**config.mk**
```make
export PLATFORM = sky130hd
export DESIGN_NAME = accum_bank
export DESIGN_NICKNAME = d
export VERILOG_FILES = /design/src/rtl/accum_pkg.sv /design/src/rtl/accum_shift1.sv /design/src/rtl/accum_bank.sv
export SDC_FILE = /design/constraint.sdc
export NUM_CORES = 1
export LEC_CHECK = 0
export ABC_AREA = 1
export CAP_MARGIN = 20
export CORE_MARGIN = 4
export CORE_UTILIZATION = 35
export CTS_BUF_LIST = sky130_fd_sc_hd__clkbuf_16
export CTS_CLUSTER_SIZE = 10
export DETAILED_ROUTE_END_ITERATION = 16
export SYNTH_ARGS = -nofsm -noshare
export SYNTH_HDL_FRONTEND = slang
export SYNTH_SLANG_ARGS = --single-unit
```
**constraint.sdc**
```tcl
create_clock -name clk -period 2.55 [get_ports clk]
set_clock_uncertainty 0.05 [all_clocks]
set_input_delay 0.3825 -clock clk [delete_from_list [all_inputs] [get_ports clk]]
set_output_delay 0.3825 -clock clk [all_outputs]
set_load 0.02 [all_outputs]
```
**src/rtl/accum_pkg.sv**
```systemverilog
// Shared types for the accumulator bank: command codes, FSM states and the
// select-width helper.
package accum_pkg;

   typedef enum logic [2:0] {
      OP_NOP  = 3'd0,
      OP_LOAD = 3'd1,
      OP_CLR  = 3'd2,
      OP_INC  = 3'd3,
      OP_DEC  = 3'd4,
      OP_SHL  = 3'd5,
      OP_SHR  = 3'd6,
      OP_ROL  = 3'd7
   } acc_op_e;

   typedef enum logic {
      IDLE  = 1'b0,
      SHIFT = 1'b1
   } acc_state_e;

   // A single accumulator still needs a 1-bit select port.
   function automatic int sel_width(input int n_acc);
      return (n_acc > 1) ? $clog2(n_acc) : 1;
   endfunction

   localparam int DEFAULT_N_ACC = 4;
   localparam int DEFAULT_SEL_W = sel_width(DEFAULT_N_ACC);

endpackage

```
**src/rtl/accum_shift1.sv**
```systemverilog
// Combinational one-bit shift/rotate step: logical SHL, logical SHR, ROL.
// Any other op passes the value through with carry_out = 0.
module accum_shift1
   import accum_pkg::*;
#(
   parameter int WIDTH = 8
) (
   input  logic [WIDTH-1:0] value_in,
   input  acc_op_e          op,
   output logic [WIDTH-1:0] value_out,
   output logic             carry_out
);

   always_comb begin
      value_out = value_in;
      carry_out = 1'b0;
      case (op)
         OP_SHL: begin
            carry_out = value_in[WIDTH-1];
            value_out = {value_in[WIDTH-2:0], 1'b0};
         end
         OP_SHR: begin
            carry_out = value_in[0];
            value_out = {1'b0, value_in[WIDTH-1:1]};
         end
         OP_ROL: begin
            carry_out = value_in[WIDTH-1];
            value_out = {value_in[WIDTH-2:0], value_in[WIDTH-1]};
         end
         default: ;
      endcase
   end

endmodule

```
**src/rtl/accum_bank.sv**
```systemverilog
// Multi-accumulator register bank with clear/inc/dec/load and multi-cycle
// shift/rotate. Define ACCUM_SAT_EN for saturating INC/DEC instead of wrap.
module accum_bank
   import accum_pkg::*;
#(
   parameter  int WIDTH = 8,
   parameter  int N_ACC = DEFAULT_N_ACC,
   localparam int SEL_W = sel_width(N_ACC),
   localparam int SH_W  = $clog2(WIDTH)
) (
   input  logic             clk,
   input  logic             rst_n,
   input  logic [WIDTH-1:0] z,
   input  logic             start,
   input  acc_op_e          op,
   input  logic [SEL_W-1:0] sel,
   input  logic [SH_W-1:0]  shamt,
   output logic             busy,
   output logic [WIDTH-1:0] ac,
   output logic             flag_z,
   output logic             flag_n,
   output logic             flag_c
);

   acc_state_e       state_q, state_d;
   logic [WIDTH-1:0] acc_q [N_ACC];
   logic [WIDTH-1:0] acc_d [N_ACC];
   acc_op_e          op_q, op_d;
   logic [SEL_W-1:0] sel_q, sel_d;
   logic [SH_W-1:0]  cnt_q, cnt_d;
   logic             z_q, z_d;
   logic             n_q, n_d;
   logic             c_q, c_d;

   logic             sel_ok;
   logic [WIDTH-1:0] shift_in;
   logic [WIDTH-1:0] shift_out;
   logic             shift_co;
   logic [WIDTH-1:0] res_val;
   logic             res_wr;

   assign sel_ok = (int'(sel) < N_ACC);

   // Live read port; an out-of-range select reads as zero.
   always_comb begin
      ac = '0;
      for (int i = 0; i < N_ACC; i++) begin
         if (sel == SEL_W'(i)) ac = acc_q[i];
      end
   end

   always_comb begin
      shift_in = '0;
      for (int i = 0; i < N_ACC; i++) begin
         if (sel_q == SEL_W'(i)) shift_in = acc_q[i];
      end
   end

   accum_shift1 #(.WIDTH(WIDTH)) u_shift1 (
      .value_in  (shift_in),
      .op        (op_q),
      .value_out (shift_out),
      .carry_out (shift_co)
   );

   // NOTE: every signal written here gets a default first, so no path leaves
   // it unassigned and no latch is inferred; blocking '=' is correct here.
   always_comb begin
      state_d = state_q;
      acc_d   = acc_q;
      op_d    = op_q;
      sel_d   = sel_q;
      cnt_d   = cnt_q;
      z_d     = z_q;
      n_d     = n_q;
      c_d     = c_q;
      res_val = ac;
      res_wr  = 1'b0;

      case (state_q)
         IDLE: begin
            if (start && sel_ok && (op != OP_NOP)) begin
               case (op)
                  OP_LOAD: begin
                     res_val = z;
                     res_wr  = 1'b1;
                     c_d     = 1'b0;
                  end
                  OP_CLR: begin
                     res_val = '0;
                     res_wr  = 1'b1;
                     c_d     = 1'b0;
                  end
                  OP_INC: begin
                     res_wr = 1'b1;
`ifdef ACCUM_SAT_EN
                     c_d     = (ac == '1);
                     res_val = (ac == '1) ? ac : ac + WIDTH'(1);
`else
                     {c_d, res_val} = {1'b0, ac} + (WIDTH+1)'(1);
`endif
                  end
                  OP_DEC: begin
                     res_wr = 1'b1;
                     c_d    = (ac == '0);
`ifdef ACCUM_SAT_EN
                     res_val = (ac == '0) ? ac : ac - WIDTH'(1);
`else
                     res_val = ac - WIDTH'(1);
`endif
                  end
                  default: begin
                     // Shift/rotate: zero count completes now, else run the FSM.
                     if (shamt == '0) begin
                        res_wr = 1'b1;
                        c_d    = 1'b0;
                     end else begin
                        op_d    = op;
                        sel_d   = sel;
                        cnt_d   = shamt;
                        state_d = SHIFT;
                     end
                  end
               endcase
            end

            if (res_wr) begin
               for (int i = 0; i < N_ACC; i++) begin
                  if (sel == SEL_W'(i)) acc_d[i] = res_val;
               end
               z_d = (res_val == '0);
               n_d = res_val[WIDTH-1];
            end
         end

         SHIFT: begin
            for (int i = 0; i < N_ACC; i++) begin
               if (sel_q == SEL_W'(i)) acc_d[i] = shift_out;
            end
            c_d   = shift_co;
            cnt_d = cnt_q - SH_W'(1);
            if (cnt_q == SH_W'(1)) begin
               state_d = IDLE;
               z_d     = (shift_out == '0);
               n_d     = shift_out[WIDTH-1];
            end
         end

         default: state_d = IDLE;
      endcase
   end

   // NOTE: state registers use non-blocking '<=' so every flop samples the
   // pre-edge values regardless of statement order.
   always_ff @(posedge clk or negedge rst_n) begin
      if (!rst_n) begin
         state_q <= IDLE;
         // NOTE: the bank is small and must read zero after reset, so it is
         // reset like ordinary flops rather than treated as an unreset RAM.
         acc_q   <= '{default: '0};
         op_q    <= OP_NOP;
         sel_q   <= '0;
         cnt_q   <= '0;
         z_q     <= 1'b1;
         n_q     <= 1'b0;
         c_q     <= 1'b0;
      end else begin
         state_q <= state_d;
         acc_q   <= acc_d;
         op_q    <= op_d;
         sel_q   <= sel_d;
         cnt_q   <= cnt_d;
         z_q     <= z_d;
         n_q     <= n_d;
         c_q     <= c_d;
      end
   end

   assign busy   = (state_q == SHIFT);
   assign flag_z = z_q;
   assign flag_n = n_q;
   assign flag_c = c_q;

endmodule

```
==> Yosys cells after proc, flatten, opt, wreduce, memory -nomap -nowiden <==
Index checks and enable logic that the tools add are counted.
{ "op_classes": {"n_addsub": 3, "n_eq_ne": 28, "n_mux": 46, "bitwise_logic": 3, "n_reduce_logical": 19} }
{ "op_table": {"columns": ["cell", "n"], "rows": [
  ["$mux W8", 18],
  ["$pmux W32 S2", 1],
  ["$mux W32", 1],
  ["$pmux W8 S4", 1],
  ["$logic_not A8 Y1", 3],
  ["$pmux W8 S3", 1],
  ["$reduce_and A3 Y1", 5],
  ["$mux W1", 14],
  ["$ne A2 B2 Y1 const B", 7],
  ["$eq A3 B3 Y1 const B", 4],
  ["$ne A2 B1 Y1 const B", 6],
  ["$pmux W1 S2", 5],
  ["$add A8 B1 Y9 const B", 1],
  ["$mux W3", 3],
  ["$eq A2 B2 Y1 const B", 4],
  ["$sub A8 B1 Y8 const B", 1],
  ["$eq A3 B1 Y1 const B", 2],
  ["$eq A3 B2 Y1 const B", 2],
  ["$pmux W3 S2", 1],
  ["$ne A5 B3 Y1 const B", 1],
  ["$eq A2 B1 Y1 const B", 2],
  ["$logic_not A2 Y1", 2],
  ["$reduce_and A2 Y1", 2],
  ["$reduce_and A4 Y1", 1],
  ["other kinds (8)", 11]
]} }
{ "totals": {"ff_bits": 44, "inputBits": 19, "out_inout_bits": 12, "elab_cells": 110} }

==> Logic depth before layout (Yosys ltp) <==
Gate-level depths: netlist (run 1).
{ "depth": {"word_depth": 12, "ltp_mapped": 18, "ltp_nobuf": 18} }

==> Hierarchy <==
A second synthesis (run 1) with hierarchy kept.
{ "hier_totals": {"hier_cells": 483, "hier_area_um2": 3408.3} }
{ "by_module_without_submodules": {"columns": ["mod", "n_inst", "cells_per_inst", "area_each_um2", "seq_area_each_um2"], "rows": [
  ["accum_bank", 1, 443, 3190.6, 1102.3],
  ["accum_shift1", 1, 40, 217.7, 0.0]
]} }

==> Least setup slack after synthesis (run 1) <==
OpenSTA, ideal clock, no wires.
{ "synth_path": {"kind": "input-to-reg", "from": "input port sel[0]", "to": "register acc_q[20] in the netlist's numbering", "setup_ns": 0.126, "arrival_ns": 2.016, "required_ns": 2.374, "path_slack_ns": 0.358, "cell_stages": 16, "path_buffers": 1, "cell_sequence": "buf_4 > nand3_1 > nand4_1 > ha_1 > inv_1 > nor2_1 > nand2_1 > nand2_1 > nand3_1 > nand3_1 > nand2_1 > inv_1 > nand2_1 > o21ai_2 > nand2_1 > o21ai_0"} }
{ "synth_between": {"elab_chain_len": 12, "word_cells_on_any_way": 18, "classes_between": "add/sub (2); eq/ne (4); mux (10); reduce/logical (2)"} }
{ "synth_rtl": {"columns": ["element", "line", "rtl"], "rows": [
  ["start, declared", "accum_bank.sv:16", "input logic [SEL_W-1:0] sel,"],
  ["$logic_not A2 Y1", "accum_bank.sv:48", "if (sel == SEL_W'(i)) ac = acc_q[i];"],
  ["$mux W8 (3 in a row)", "accum_bank.sv:48", null],
  ["$mux W8 (*)", "accum_bank.sv:48", null],
  ["net ac[1]", "accum_bank.sv:19", "output logic [WIDTH-1:0] ac,"],
  ["$sub A8 B1 Y8 or $add A8 B1 Y9 (tied branches)", "accum_bank.sv:109, accum_bank.sv:100", null],
  ["$pmux W8 S4 (*)", "accum_bank.sv:83", "case (op)"],
  ["$mux W8 (*)", "accum_bank.sv:82", "if (start && sel_ok && (op != OP_NOP)) begin"],
  ["$mux W8 (*)", "accum_bank.sv:80", "case (state_q)"],
  ["$mux W8 (*)", "accum_bank.sv:129", "if (sel == SEL_W'(i)) acc_d[i] = res_val;"],
  ["$mux W32 (*)", "accum_bank.sv:127", "if (res_wr) begin"],
  ["$pmux W32 S2 (*)", "accum_bank.sv:80", null],
  ["end signal, assigned", "accum_bank.sv:160", "acc_q <= '{default: '0};"],
  ["end signal, assigned", "accum_bank.sv:169", "acc_q <= acc_d;"],
  ["end, declared", "accum_bank.sv:26", "logic [WIDTH-1:0] acc_q [N_ACC];"]
]} }
The timed path passes the listed nets; every way through them passes the cells marked *. The select of a mux whose other input is x is not followed.
A chain may end at the register's enable or synchronous reset.

==> Final worst setup path (run 1) <==
{ "layout_path": {"from": "input port sel[1]", "to": "output port ac[1]"} }
{ "layout_between": {"elab_chain_len": 5, "word_cells_on_any_way": 8, "classes_between": "eq/ne (3); mux (4); reduce/logical (1)"} }
{ "layout_rtl": {"columns": ["element", "line"], "rows": [
  ["$logic_not A2 Y1", "accum_bank.sv:48"],
  ["$mux W8 (3 in a row)", "accum_bank.sv:48"],
  ["$mux W8 (*)", "accum_bank.sv:48"],
  ["end, declared", "accum_bank.sv:19"]
]} }
Mark *: on every way between the ends. The rest lies on a longest branch, timed or not.

==> results.ini, run 1 <==
[route]
post_drt_wl_per_cell_um = 15.04
drtIter0Drc = 221
vias_per_cell = 5.116
wl_um = 10410
dr.pass1.iters = 5
antenna_violating_nets_post_route = 0
drc = 0
via_count = 3540

[clock_tree]
clkTransAtPathRegs_ps = 60
clk_latency_ps = 290
clk_path_buf_depth = 2
cts_sinks = 44
cts-root-buf = clkbuf_16
tritoncts = built
cts_made_buffers = 5
htree_levels = 2

[sta]
setup_viol = 0
slew_headroom_pct = 57.66
worst_pin_slew_ps = 634.9
finalHoldViolCount = 0
rsz0062_at_grt = no
finalSetupTns_ps = 0
fmax_mhz = 423.2
whs_ps = 453.3
period_share_pct = 92.67
period_needed_ps = 2363
setup_ws_ps = 186.8
slew_viol_final = 0

[yosys]
yosysUniqueCellTypes = 35
ys_ff_latch = 44
synth-simple-area-share_pct = 35.56
yosysSeqAreaShare_pct = 33.69
synth_adder_area_share_pct = 1.912
syn_area_sq_mm = 0.003272
synth_top_family_by_area = simple AND/OR/NAND/NOR gates
synth_compound_area_share_pct = 17.48
synth_edf_count = 0
syn_nets = 526
synthFlopType = dfrtp_1
syn-instance-count = 502
synth_xor_area_share_pct = 0.2677
async_flop_share_pct = 100.0
yosysWarnings = 0
syn_area_per_cell_sq_um = 6.518
synthMuxAreaShare_pct = 1.033

[floorplanning]
rows = 35
core_area_sq_mm = 0.009153
io_pins = 31
initial_core_util_pct = 35.75
fp.dieH_um = 104.7
die-area_sq_mm = 0.01096
die_w_um = 104.7

[power_and_ir_drop]
power_leakage_uw = 0.002068
power_density_mw_per_mm2 = 1177
ir_drop_v = 0.0006063

[critical_path]
crit_buf_inv = 4
cp-end-kind = primary output
worst_path_largest_cell_delay_ps = 600
required_ps = 2120
path_max_fanout = 8
crit_arrival_ps = 1930
crit_start = sel[1]
crit_family = buffers and inverters
start_kind = input pin
ff2ff_path_depth = 8
r2r_start = sel_q[1]
crit_slowest_cell = clkdlybuf4s50_1
worstSetupPathType = input pin to primary output
worstSetupPathDepth = 7
crit_chain = dlygate4sd2_1 > nor2_2 > buf_6 > nand2_1 > nand4_1 > buf_4 > clkdlybuf4s50_1

[cells_and_area]
syn_to_final_growth_pct = 30.98
antenna_cells = 0
layout-drive-gt1-share_pct = 18.42
final_util_pct = 46.82
nets = 604
fin_area_sq_mm = 0.004285

[min_path]
hold_depth = 2
hold_path.class = flop to flop
hold_start = flag_n

[global_route]
grtUsageTotal_pct = 19.31
first_global_vias = 3457
antenna_found_initial = 0
grt_overflow = 0
grt_pass1_wl_um = 17290
grt_max_degree = 28

[place]
pre_cts_ws_ps = -330.4
io_buffers = 30
gp_congestion = 0.9083
dp_hpwl_um = 8191
placed_cell_area_sq_mm = 0.004009

[outcome]
status = finished clean

[run]
drv_cap = 0

[stage by stage]
stage               power (uW)  cells
finish                    5042    692
global placement          4169    680
CTS                       4922    689
detailed placement        4188    680
floorplan                 3097    502
global route              5468    692
[worst reg2reg max path, delay by kind of cell (launching register included)]
family,cells,cell delay [ps]
AOI/OAI and AO/OA,3,620
and+or+nand+nor,3,560
buffers and inverters,1,150
muxes,1,330
DFF,1,470
[logic make-up (layout without fill, tap and decap cells)]
logic type      after synthesis  in the layout
compound gates               98             98
xor+xnor                      1              1
fa+ha+maj                     5              5
buf+inv                      82            161
flops                        44             44
mux                           3              3
simple gates                269            269
[per-layer routing]
layer,routed length [um],up-vias,track usage [%]
li1,-,1799,-
met1,4934,1617,26.95
met2,4742,108,31.60
met3,489,16,2.100
met4,244,0,5.623
met5,0,-,0
[where the power goes]
group	internal [uW]	switching, uW
clock	461	280
sequential	1020	245
combinational	1130	1910
[cells in the mapped netlist, types with 2 or more instances]
master / instances / area, sq um
a21oi_1: 17 / 85.08
buf_2: 7 / 35.03
clkbuf_1: 2 / 7.510
dfrtp_1: 43 / 1076
ha_1: 5 / 62.56
inv_1: 62 / 232.7
inv_2: 7 / 26.28
mux2_2: 3 / 33.78
nand2_1: 155 / 581.8
nand2_2: 5 / 31.28
nand3_1: 55 / 275.3
nand4_1: 8 / 50.05
nor2_1: 35 / 131.4
nor2_2: 5 / 31.28
o211ai_1: 4 / 30.03
o21ai_0: 34 / 170.2
o21ai_1: 20 / 100.1
o21ai_2: 5 / 43.79
o221ai_1: 4 / 35.03
o22ai_1: 10 / 62.56
or2_2: 2 / 12.51
[final cells by class]
| cell class | instances | area (sq um) |
|---|---|---|
| fillers | 910 | 4867 |
| multi-input cells | 376 | 1913 |
| flip-flops and latches | 44 | 1102 |
| repair buffers | 83 | 691.9 |
| inverters | 70 | 271.5 |
| well taps | 111 | 138.9 |
| clock buffers | 5 | 125.1 |
| clock inverters | 3 | 42.54 |
[path summary, 6_finish.rpt]
| kind | slack, ps | endpoint |
|---|---|---|
| max | 190 | ac[1] |
| min | 450 | flag_n |
| max reg2reg | 260 | acc_q[0] |
| min reg2reg | 450 | flag_n |
| max in group asynchronous | 1200 | flag_z |
| min in group asynchronous | 500 | acc_q[27] |
[sequential cells by signal (all words and copies together) (netlist names)]
register and cells:
op_q 3, busy 1, flag_z 1, flag_c 1, flag_n 1, sel_q 2
acc_q 32, cnt_q 3
[cell usage in the layout (no fill, tap or decap), drive strengths merged]
cell	Yosys	final
or2	2	2
mux2	3	3
bufinv	0	1
clkdlybuf4s50	0	20
a21oi	17	17
nor3	1	1
inv	69	69
dfrtp	43	43
dlygate4sd2	0	7
nand2	161	161
o21ai	59	59
xor2	1	1
a21boi	2	2
dfstp	1	1
o22ai	10	10
o21bai	1	1
o211ai	4	4
clkbuf	2	5
dlymetal6s2s	0	1
buf	10	54
ha	5	5
o221ai	4	4
dlygate4sd3	0	1
nor2	40	40
nand3	55	55
clkinv	1	3
nand4	10	10
o21a	1	1
[what timing repair did]
action	in CTS	in global routing
endpoints found under the hold margin	17	0
hold buffers	1	0
buffers inserted	0	2
gates resized for setup	9	22
pin swaps	0	4
setup endpoints to repair	12	30
cloned	0	1
(Power assumes the default switching activity.)
==> inputs of run 2 (changes only) <==
--- a/config.mk
+++ b/config.mk
@@ -12,6 +12,7 @@
 export CTS_BUF_LIST = sky130_fd_sc_hd__clkbuf_16
 export CTS_CLUSTER_SIZE = 10
 export DETAILED_ROUTE_END_ITERATION = 16
+export PLACE_DENSITY = 0.59
 export SYNTH_ARGS = -nofsm -noshare
 export SYNTH_HDL_FRONTEND = slang
 export SYNTH_SLANG_ARGS = --single-unit
==> constraint.sdc (replaced) <==
create_clock -name clk -period 2.55 [get_ports clk]
set_clock_uncertainty 0.05 [all_clocks]
set_input_delay 0.3825 -clock clk [delete_from_list [all_inputs] [get_ports clk]]
set_output_delay 0.3825 -clock clk [all_outputs]
set_load 0.1 [all_outputs]
==> run 2 against run 1 <==
Maximum frequency up 2.5%. Clock power down 16%. Final area up 0.91%. Non-clock buffer count up 1.
==> results.ini, run 2 (synthesis gave the netlist of run 1 again) <==
[min_path]
hold_path.class = input pin to async pin

[cells_and_area]
multi_input_area_sq_mm = 0.001882  ; -1.6%
layout-drive-gt1-share_pct = 20.10  ; +1.7 points
antenna_cells = 0  ; unchanged
syn_to_final_growth_pct = 32.16
final_util_pct = 47.25  ; +0.42 points
final_cell_mix = nand2_1 (153), inv_1 (63), buf_4 (53), nand3_1 (52), dfrtp_1 (43)
final_common_cell = nand2_1
top_regs = acc_q: 32 flops, cnt_q: 3 flops, op_q: 3 flops
nets = 605  ; +0.17%
seqCellArea_sq_mm = 0.001102  ; unchanged
largest_reg_flops = 32  ; unchanged
num-fill-cells = 899  ; -1.2%
regMostFlops = acc_q
fin_area_sq_mm = 0.004324  ; +0.91%

[sta]
rsz0062_at_grt = no
period_share_pct = 90.46  ; -2.2 points
period_needed_ps = 2307  ; -56.53 ps
finalHoldViolCount = 0  ; unchanged
setup_viol = 0  ; unchanged
worst_pin_slew_ps = 671.8  ; +36.83 ps
fmax_mhz = 433.5  ; +2.5%
slew_viol_final = 0  ; unchanged
slew_headroom_pct = 55.21  ; -2.5 points

[power_and_ir_drop]
power_leakage_uw = 0.002107  ; +1.9%
power_density_mw_per_mm2 = 1262  ; +7.3%
ir_drop_v = 0.0008325  ; +37%
p_total_uw = 5458  ; +8.2%

[critical_path]
cp-end-kind = flop
crit_slowest_cell = dfrtp_1
start_kind = flop
crit_arrival_ps = 2430  ; +500 ps
path_max_fanout = 10  ; +2
worstSetupPathType = flop to flop
required_ps = 2670  ; +550 ps
crit_chain = inv_1 > nand2_1 > o22ai_1 > o22ai_1 > nor2_1 > nor2_1 > o21ai_1 > mux2_2
worst_path_largest_cell_delay_ps = 510  ; -90 ps

[route]
drc = 0  ; unchanged
antenna_violating_nets_post_route = 0  ; unchanged
dr.pass1.iters = 5  ; unchanged
wl_um = 10170  ; -2.3%
vias_per_cell = 5.232  ; +2.3%
via_count = 3626  ; +2.4%
drtIter0Drc = 252  ; +14%
post_drt_wl_per_cell_um = 14.67  ; -2.5%

[clock_tree]
cts-root-buf = clkbuf_16
cts_setup_buffers = 0  ; unchanged
cts_made_buffers = 5  ; unchanged
clkTransAtPathRegs_ps = 60  ; about the same
clk_latency_ps = 280  ; about the same
clk_path_buf_depth = 2  ; unchanged
tritoncts = built
cts_hold_buf = 0  ; -1
cts_sinks = 44  ; unchanged
cts_resized = 0  ; -9
htree_levels = 2  ; unchanged

[global_route]
antenna_found_initial = 0  ; unchanged
first_global_vias = 3369  ; -2.5%
grt_pass1_wl_um = 16610  ; -4.0%
grt_overflow = 0  ; unchanged
grtUsageTotal_pct = 18.73  ; -0.58 points
grt_max_degree = 24  ; -14%

[place]
placed_cell_area_sq_mm = 0.004144  ; +3.4%
io_buffers = 30  ; unchanged
gp_congestion = 0.9085  ; about the same
dp_hpwl_um = 8044  ; -1.8%

[floorplanning]
die_w_um = 104.7  ; unchanged
initial_core_util_pct = 35.75  ; unchanged
die-area_sq_mm = 0.01096  ; unchanged
core_area_sq_mm = 0.009153  ; unchanged
rows = 35  ; unchanged
fp.dieH_um = 104.7  ; unchanged
io_pins = 31  ; unchanged

[outcome]
status = finished clean

[run]
drv_cap = 0  ; unchanged

[run 2: critical path: cells and delay by family (launching register included)]
family                 cells  cell delay (ps)
AND/OR/NAND/NOR            3              540
flip-flops                 1              510
multiplexers               1              320
AO/OA/AOI/OAI              3              620
buffers and inverters      1              140
[run 2: final cells by class]
type	count	area share [%]
inverters	70	6.221
repair buffers	84	18.29
clock buffers	5	2.894
flip-flops and latches	44	25.49
clock inverters	3	0.3762
well taps	111	3.212
multi-input cells	376	43.52
[run 2: power by group]
| group | total (uW) | internal, uW | switching (uW) |
|---|---|---|---|
| combinational | 3580 | 1230 | 2350 |
| clock | 619 | 358 | 261 |
| sequential | 1250 | 1020 | 238 |
[run 2: final timing paths]
kind                       slack (ps)     start  cells past startpoint       end
hold / removal                     30     rst_n                      1  acc_q[1]
hold reg to reg                   430   op_q[2]                      2   op_q[2]
min in group clk                  430   op_q[2]                      2   op_q[2]
max in group asynchronous        1720     rst_n                      2  acc_q[4]
setup / recovery                  240  sel_q[0]                      8  acc_q[0]
setup reg to reg                  240  sel_q[0]                      8  acc_q[0]
[run 2: per-layer routing]
metal / GRT usage [%] / share of wire, % / vias to the layer above
met5: 0 / 0 / -
met4: 7.404 / 3.6 / 0
met3: 2.100 / 4.7 / 29
met2: 30.21 / 46 / 110
met1: 25.71 / 46 / 1685
li1: - / - / 1802
[run 2: per-stage QoR]
| step | hold slack (ps) | worst slack, ps | TNS [ps] | instances |
|---|---|---|---|---|
| 3_5_place_dp | 354.5 | -203.0 | -4164 | 683 |
| 2_1_floorplan | 36.91 | -491.7 | -8133 | 502 |
| 3_3_place_gp | 347.4 | -183.1 | -3500 | 683 |
| 6_report | 34.31 | 243.4 | 0 | 693 |
| 4_1_cts | 50.15 | 51.41 | 0 | 691 |
| 5_1_grt | 72.77 | 46.14 | 0 | 693 |
==> inputs of run 3 (changes only) <==
--- a/config.mk
+++ b/config.mk
@@ -6,7 +6,7 @@
 export NUM_CORES = 1
 export LEC_CHECK = 0
 export ABC_AREA = 1
-export CAP_MARGIN = 20
+export CAP_MARGIN = 15
 export CORE_MARGIN = 4
 export CORE_UTILIZATION = 35
 export CTS_BUF_LIST = sky130_fd_sc_hd__clkbuf_16
==> results of run 3 <==
The final DEF is identical to that of run 2; final timing and power are the same.
==> RTL edit (flow settings as in run 2) <==
Add a define of `ACCUM_SAT_EN`.
--- a/src/rtl/accum_bank.sv
+++ b/src/rtl/accum_bank.sv
@@ -1,5 +1,7 @@
 // Multi-accumulator register bank with clear/inc/dec/load and multi-cycle
 // shift/rotate. Define ACCUM_SAT_EN for saturating INC/DEC instead of wrap.
+`define ACCUM_SAT_EN
+
 module accum_bank
    import accum_pkg::*;
 #(
Formal check against the unedited RTL: not equivalent (Yosys sat finds a counterexample within 4 cycles, from zero or initial values and one cycle with rst_n low).
==> RTL edit against run 2 <==
- cell count grew 7.8%
- total power grew 7.5%
- routed wire length grew 13%
- setup slack lost 71 ps
- area after synthesis grew 2.4%
- sequential cell count is the same
- first-iteration DRC count grew 26%
- final area grew 7.8%
- critical path type unchanged
- critical endpoint is now acc_q[30]
- largest power group unchanged
==> RTL edit: results (changes against run 2) <==
met2 wire length 5240 um (was 4650 um); Worst Setup EP acc_q[30] (was acc_q[0]); met2 Use GR 33.5% (was 30.2%); Compound-Gate Fraction of Synth Area 14.8% (was 17.5%); Synth Area in XOR/XNOR 1.05% (was 0.268%); GRT Util Overall 21.3% (was 18.7%); non-clk buf share 20.0% (was 18.3%); placed insts 733 (was 683); Signal buffers 99 (was 84); reg2reg path depth 10 (was 8); dpl ws -597 ps (was -203 ps); vias in the first global route 3,708 (was 3,369); inverter count 62 (was 70); CTS resizes 24 (was 0); mux cell area share after synthesis 0% (was 1.03%); area of the multi-input gates 2060 um2 (was 1880 um2); Reg2Reg Setup Slack 170 ps (was 240 ps); status finished clean (unchanged); wl on met1 5260 um (was 4670 um); DPL Wire Length 9080 um (was 8040 um); Worst Path Arrival 2530 ps (was 2430 ps); Slew Limit Headroom 60.2% (was 55.2%); Min Hold Slack 120 ps (was 34.3 ps); nets@finish 641 (was 605); largest net degree at the start of global routing 45 (was 24); worst vdd ir 0.000507 V (was 0.000833 V); crit-path max FO 7 (was 10); first-pass GRT wire length 19,000 um (was 16,600 um); via count 3,786 (was 3,626); Final Non-Filler Cells 747 (was 693); ratio of cells with drive above 1 in the final layout 24.6% (was 20.1%)
-- RTL edit: changes by cell type after synthesis, sizes merged, moves of 4 or more --
| cell | change |
|---|---|
| a21oi | -4 |
| inv | -8 |
| nand2 | +30 |
| nor2 | +6 |
| nor3 | +4 |
| o21ai | -4 |
-- RTL edit: power groups by stage --
stage | logic (W) | registers [W] | clock network (W)
global route | 0.00425 | 0.00129 | 0.000777
detailed placement | 0.00374 | 0.00125 | 0
floorplan | 0.00224 | 0.00135 | 0
CTS | 0.00385 | 0.00125 | 0.000740
global placement | 0.00370 | 0.00126 | 0
finish | 0.00389 | 0.00125 | 0.000730
-- RTL edit: critical path, cell delays in order, from the launching register on --
cell and delay (ps):
dfrtp_1 470, inv_1 90, nor2_1 470, nand2_1 100
o211ai_1 110, o21ai_0 200, o22ai_1 200, a21oi_1 100
o21ai_1 320, nand2_1 90, o21ai_0 100
